## src/rtl/spi_flash_mmio.sv

```systemverilog
// Read-only MMIO window onto SPI NOR flash: one READ (0x03) per CPU word read, wakes flash after reset.
// Latency: memReady pulses 2 + 128*CLK_DIV clk cycles after the request is accepted.
// Backpressure: the CPU holds memRead until memReady; requests wait while waking or busy.
module spi_flash_mmio #(
  parameter logic [31:0] BASE_ADDR    = 32'h0000_0000,
  parameter logic [31:0] WINDOW_BYTES = 32'h0010_0000,
  parameter logic [23:0] FLASH_OFFSET = 24'h10_0000,
  parameter int          CLK_DIV      = 1,
  parameter int          WAKE_CYCLES  = 24
) (
  input  logic        clk,
  input  logic        reset,
  input  logic [31:0] memAddress,
  input  logic        memRead,
  input  logic        memWrite,
  input  logic [31:0] memWriteData,
  input  logic [3:0]  byteMask,
  output logic [31:0] memReadData,
  output logic        memReady,
  output logic        spi_cs_n,
  output logic        spi_sck,
  output logic        spi_mosi,
  input  logic        spi_miso
);

  typedef enum logic [2:0] {
    ST_WAKE, ST_WAKE_WAIT, ST_IDLE, ST_XFER, ST_DONE
  } state_e;

  localparam int DW = (CLK_DIV > 1) ? $clog2(CLK_DIV) : 1;
  localparam int WW = (WAKE_CYCLES > 1) ? $clog2(WAKE_CYCLES) : 1;
  localparam logic [DW-1:0] DIV_LAST  = DW'(CLK_DIV - 1);
  localparam logic [WW-1:0] WAIT_LAST = WW'(WAKE_CYCLES - 1);

  state_e        state_q, state_d;
  logic          cs_n_q, cs_n_d;
  logic          sck_q, sck_d;
  logic          mosi_q, mosi_d;
  logic [31:0]   tx_q, tx_d;
  logic [31:0]   rx_q, rx_d;
  logic [6:0]    bit_cnt_q, bit_cnt_d;
  logic [DW-1:0] div_cnt_q, div_cnt_d;
  logic [WW-1:0] wait_cnt_q, wait_cnt_d;
  logic [31:0]   rdata_q, rdata_d;
  logic          ready_q, ready_d;

  // Write port is accepted electrically but has no function on a read-only window.
  logic unused_inputs;
  assign unused_inputs = ^{memWrite, memWriteData, byteMask};

  // Window decode: unsigned offset compare covers both ends of the window.
  logic [31:0] win_off;
  logic        hit;
  logic [23:0] flash_addr;
  assign win_off    = memAddress - BASE_ADDR;
  assign hit        = (win_off < WINDOW_BYTES);
  assign flash_addr = FLASH_OFFSET + {win_off[23:2], 2'b00};

  // Serial engine runs while CS is low and bits remain (8 for wake, 64 for a read).
  logic       tick;
  logic [6:0] last_bit;
  logic       shifting;
  assign tick     = (div_cnt_q == DIV_LAST);
  assign last_bit = (state_q == ST_WAKE) ? 7'd8 : 7'd64;
  assign shifting = !cs_n_q && (bit_cnt_q < last_bit) &&
                    ((state_q == ST_WAKE) || (state_q == ST_XFER));

  // State register plus all registered outputs and datapath.
  always_ff @(posedge clk or negedge reset) begin
    if (!reset) begin
      state_q    <= ST_WAKE;
      cs_n_q     <= 1'b1;
      sck_q      <= 1'b0;
      mosi_q     <= 1'b0;
      tx_q       <= '0;
      rx_q       <= '0;
      bit_cnt_q  <= '0;
      div_cnt_q  <= '0;
      wait_cnt_q <= '0;
      rdata_q    <= '0;
      ready_q    <= 1'b0;
    end else begin
      state_q    <= state_d;
      cs_n_q     <= cs_n_d;
      sck_q      <= sck_d;
      mosi_q     <= mosi_d;
      tx_q       <= tx_d;
      rx_q       <= rx_d;
      bit_cnt_q  <= bit_cnt_d;
      div_cnt_q  <= div_cnt_d;
      wait_cnt_q <= wait_cnt_d;
      rdata_q    <= rdata_d;
      ready_q    <= ready_d;
    end
  end

  // Next-state: wake, settle, then serve hits; bit 64/65 are the CS-low hold before DONE.
  always_comb begin
    state_d = state_q;
    case (state_q)
      ST_WAKE:      if (!cs_n_q && (bit_cnt_q == 7'd8)) state_d = ST_WAKE_WAIT;
      ST_WAKE_WAIT: if (wait_cnt_q == WAIT_LAST) state_d = ST_IDLE;
      ST_IDLE:      if (memRead && hit) state_d = ST_XFER;
      ST_XFER:      if (bit_cnt_q == 7'd65) state_d = ST_DONE;
      ST_DONE:      state_d = ST_IDLE;
      default:      state_d = ST_WAKE;
    endcase
  end

  // Outputs/datapath: load a frame on entry, shift MSB first, assemble the word little-endian.
  always_comb begin
    cs_n_d     = cs_n_q;
    sck_d      = sck_q;
    mosi_d     = mosi_q;
    tx_d       = tx_q;
    rx_d       = rx_q;
    bit_cnt_d  = bit_cnt_q;
    div_cnt_d  = div_cnt_q;
    wait_cnt_d = wait_cnt_q;
    rdata_d    = rdata_q;
    ready_d    = 1'b0;
    case (state_q)
      ST_WAKE: begin
        if (cs_n_q) begin
          cs_n_d    = 1'b0;
          tx_d      = {8'hAB, 24'h0};
          mosi_d    = 1'b1;
          bit_cnt_d = '0;
          div_cnt_d = '0;
        end else if (bit_cnt_q == 7'd8) begin
          cs_n_d     = 1'b1;
          mosi_d     = 1'b0;
          wait_cnt_d = '0;
        end
      end
      ST_WAKE_WAIT: wait_cnt_d = wait_cnt_q + 1'b1;
      ST_IDLE: begin
        if (memRead && hit) begin
          cs_n_d    = 1'b0;
          tx_d      = {8'h03, flash_addr};
          mosi_d    = 1'b0;
          bit_cnt_d = '0;
          div_cnt_d = '0;
        end
      end
      ST_XFER: begin
        if (bit_cnt_q == 7'd64) begin
          bit_cnt_d = 7'd65;
        end else if (bit_cnt_q == 7'd65) begin
          // CS rises two cycles after the last SCK fall, enough hold for CLK_DIV <= 2.
          cs_n_d  = 1'b1;
          rdata_d = {rx_q[7:0], rx_q[15:8], rx_q[23:16], rx_q[31:24]};
          ready_d = 1'b1;
        end
      end
      default: ;
    endcase
    if (shifting) begin
      if (tick) begin
        div_cnt_d = '0;
        if (!sck_q) begin
          sck_d = 1'b1;
          if ((state_q == ST_XFER) && (bit_cnt_q >= 7'd32)) rx_d = {rx_q[30:0], spi_miso};
        end else begin
          // Cell boundary: SCK falls and the next bit goes out; zeros follow the command.
          sck_d     = 1'b0;
          bit_cnt_d = bit_cnt_q + 7'd1;
          tx_d      = {tx_q[30:0], 1'b0};
          mosi_d    = tx_q[30];
        end
      end else begin
        div_cnt_d = div_cnt_q + 1'b1;
      end
    end
  end

  assign memReadData = rdata_q;
  assign memReady    = ready_q;
  assign spi_cs_n    = cs_n_q;
  assign spi_sck     = sck_q;
  assign spi_mosi    = mosi_q;

endmodule

```

## config.mk

```make
export PLATFORM = sky130hd
export DESIGN_NAME = spi_flash_mmio
export DESIGN_NICKNAME = d
export VERILOG_FILES = /design/src/rtl/spi_flash_mmio.sv
export SDC_FILE = /design/constraint.sdc
export NUM_CORES = 1
export LEC_CHECK = 0
export CORE_MARGIN = 2
export CORE_UTILIZATION = 46
export CTS_CLUSTER_SIZE = 10
export DETAILED_ROUTE_END_ITERATION = 8
export PLACE_DENSITY = 0.85
export SLEW_MARGIN = 20
export SYNTH_ARGS = -nofsm -noshare
export SYNTH_HDL_FRONTEND = slang
export SYNTH_SLANG_ARGS = --single-unit
```

## constraint.sdc

```tcl
create_clock -name clk -period 2.6 [get_ports clk]
set_input_delay 0.52 -clock clk [delete_from_list [all_inputs] [get_ports clk]]
set_output_delay 0.52 -clock clk [all_outputs]
set_load 0.03 [all_outputs]
```

==> flow_metrics.py <==
metrics = {
    "status": {
        "status": "finished clean",
    },
    "global_route": {
        "grt_max_degree": 67,
        "grt_util_all_layers_pct": 18.7,
        "grt_first_pass_wirelength_mm": 17.0,
        "antenna_found_initial": 0,
        "gr-total-overflow": 0,
        "first_global_vias": 3410,
    },
    "setup_path": {
        "critPathMaxFanout": 32,
        "slowest_stage": "or4_4",
        "setup.worst_path.end_class": "register",
        "arrival_ns": 2.90,
        "path_cells": "nor3_4, ha_1, o31a_1, o31ai_4, nand2_2, or4_4, buf_12, mux2_4",
        "required_ns": 2.99,
        "startpoint_type": "register",
        "path_class": "reg -> reg",
        "cpPeakStageDelay_ns": 0.53,
    },
    "yosys": {
        "synth_top_family_by_area": "multiplexers",
        "ys_ff_latch": 114,
        "ys.warnings.count": 0,
        "synth.cell_area_um2": 4980,
        "synth_compound_area_share_pct": 9.55,
        "synth_nets": 446,
        "synth_xor_area_share_pct": 0.880,
        "synth_fa_ha_area_share_pct": 1.76,
        "synth_edf_count": 0,
        "avgSynthCellArea_um2": 13.6,
        "synthCells": 366,
        "synthArstFlopShare_pct": 100,
        "synth-main-ff-cell": "dfrtp_1",
        "synth_cell_types": 49,
        "synthMuxAreaShare_pct": 17.1,
        "yosys.area_share.simple_pct": 9.78,
        "ys_seq_area_share_pct": 57.4,
    },
    "sta": {
        "finalSetupTns_ns": 0,
        "rsz0062_at_grt": "no",
        "fmax_mhz": 398,
        "hold_viol": 0,
        "setup_ws_ns": 0.0843,
        "period_share_pct": 96.8,
        "setup_viol_count_final": 0,
        "fin_skew_ns": 0.00664,
        "slew_viol_final": 0,
        "slew_headroom_pct": 51.9,
        "finalCriticalPeriod_ns": 2.52,
        "worstMarginPinSlew_ns": 0.721,
    },
    "power_and_ir_drop": {
        "p_leak_nw": 3.25,
        "ir_drop_v": 0.000447,
        "p_per_area_nw_per_um2": 647,
    },
    "die": {
        "io_pins": 109,
        "fp.dieArea_um2": 11700,
        "core_um2": 10400,
        "die_w_um": 108,
        "rows": 37,
        "die_h_um": 108,
        "initial_core_util_pct": 47.8,
    },
    "clock_tree": {
        "clock_path_buffers": 2,
        "clk_latency_ns": 0.51,
        "cts.sinks": 114,
        "cts_setup_buffers": 0,
        "cts_tree": "built",
        "clk_pin_slew_ns": 0.06,
        "root_buffer": "clkbuf_8",
        "cts_buffers": 17,
        "cts_htree_levels": 4,
    },
    "layout": {
        "nFillCells": 796,
        "drive_above_1_share_pct": 27.6,
        "diodes": 0,
        "nets": 531,
        "stdcell_count": 600,
        "syn2layout_area_growth_pct": 29.9,
    },
    "hold_path": {
        "hold_path_class": "in -> async",
    },
    "placed_design": {
        "port-buffer-count": 69,
        "place_inst": 567,
        "place_ws_ns": -0.591,
        "hpwl_mm": 6.45,
        "gp_congestion": 0.823,
    },
    "route": {
        "dr.pass1.iters": 4,
        "wl_mm": 9.97,
        "ant_nets": 0,
        "routedWlPerCell_um": 16.6,
        "drc": 0,
        "num_vias": 3293,
        "via_per_inst": 5.49,
        "drt-initial-drc-count": 200,
    },
    "job": {
        "drv_cap": 0,
    },
}
[routing by layer]
metal  wire length [um]  part of all wire [%]  GRT usage [%]  vias to the layer above
met1               4620                    46           25.2                     1671
met5                  0                     0              0                        -
met4                 77                  0.77           5.22                        0
met2               4880                    49           30.1                       85
met3                391                   3.9           4.88                        8
li1                   -                     -              -                     1529
[report_power, final]
| part | switching (W) | leakage, nW | total [W] | internal (W) |
|---|---|---|---|---|
| combinational | 0.0000663 | 1.43 | 0.000138 | 0.0000717 |
| clock | 0.000847 | 0.279 | 0.00225 | 0.00140 |
| sequential | 0.0000128 | 1.54 | 0.00180 | 0.00179 |
| total | 0.000926 | 3.25 | 0.00418 | 0.00326 |
[flip-flops by register name, summed over array words and instances (netlist names)]
register / flops
memReadData: 32
state_q: 3
memReady: 1
tx_q: 31
spi_cs_n: 1
bit_cnt_q: 7
spi_sck: 1
rx_q: 32
spi_mosi: 1
wait_cnt_q: 5
[final timing paths]
path,from,to,slack (ns),depth (start not counted)
max,state_q[1]$_DFFE_PN0P_,rx_q[3]$_DFFE_PN0P_,0.08,8
min,reset,memReadData[7]$_DFFE_PN0P_,0.40,2
max reg2reg,state_q[1]$_DFFE_PN0P_,rx_q[3]$_DFFE_PN0P_,0.08,8
min reg2reg,tx_q[26]$_DFF_PN0_,tx_q[27]$_DFF_PN0_,0.49,2
max in group asynchronous,reset,memReadData[29]$_DFFE_PN0P_,1.54,3
min in group clk,tx_q[26]$_DFF_PN0_,tx_q[27]$_DFF_PN0_,0.49,2
[cell families (layout without fill, tap and decap cells)]
family / after synthesis / in the layout
compound gates: 55 / 55
buf+inv: 31 / 129
simple gates: 88 / 88
flops: 114 / 114
xor+xnor: 5 / 5
mux: 66 / 66
fa+ha+maj: 7 / 7
[cell type report]
class / count / area (um2) / area share, %
flip-flops and latches: 114 / 2850 / 44.1
multi-input cells: 221 / 1960 / 30.3
repair buffers: 89 / 866 / 13.4
clock buffers: 18 / 428 / 6.62
well taps: 136 / 170 / 2.63
clock inverters: 14 / 156 / 2.42
inverters: 8 / 30.0 / 0.464
[stage by stage]
step,area [um2],hold WS [ns],total power [W],util (%)
CTS,6460,0.386,0.00422,62.1
detailed placement,5870,0.385,0.00197,56.3
finish,6460,0.399,0.00418,62.1
global placement,5870,0.383,0.00196,56.3
global route,6460,0.401,0.00434,62.1
floorplan,4990,0.224,0.00186,-
[critical path: cells and delay by family (launching register included)]
family | cells | cell delay (ns)
and+or+nand+nor | 3 | 0.81
DFF | 1 | 0.43
buffers and inverters | 1 | 0.22
AOI/OAI and AO/OA | 2 | 0.35
muxes | 1 | 0.32
adders and majority gates | 1 | 0.26
[synthesized netlist by cell type, drive strengths merged, types with 2 or more instances]
cell type / n / area [um2]
inv: 8 / 30.0
nand3: 3 / 15.0
nor4: 2 / 12.5
a22o: 5 / 43.8
or3: 2 / 12.5
o31ai: 4 / 43.8
or2: 3 / 18.8
mux2: 64 / 833
xor2: 4 / 35.0
a311oi: 2 / 17.5
nor3: 8 / 40.0
nor4bb: 2 / 20.0
mux2i: 2 / 20.0
clkbuf: 15 / 56.3
o21ai: 5 / 25.0
nand2: 17 / 66.3
and3: 26 / 165
a221o: 21 / 210
o31a: 2 / 17.5
o22a: 2 / 17.5
a21oi: 5 / 25.0
nand4: 5 / 31.3
dfrtp: 113 / 2830
buf: 8 / 88.8
o311ai: 3 / 26.3
nor2: 13 / 48.8
ha: 7 / 87.6
[layout by cell type, fill, tap and decap left out, drive strengths merged, types with 4 or more instances in the layout]
cell type,instances
mux2,64
nand2,17
nand4,5
and3,26
clkinv,7
dfrtp,113
o31ai,4
nor3,8
xor2,4
o21ai,5
inv,10
buf,20
a22o,5
clkbuf,18
ha,7
a221o,21
a21oi,5
clkdlybuf4s50,68
nor2,13
[repair_timing]
action / 4_1_cts / 5_1_grt
endpoints found under the setup margin: 4 / 0
endpoints found under the hold margin: 13 / 0
resized for setup: 1 / 0
hold buffers: 1 / 0
Note: power is estimated with default switching activity, not from simulation.
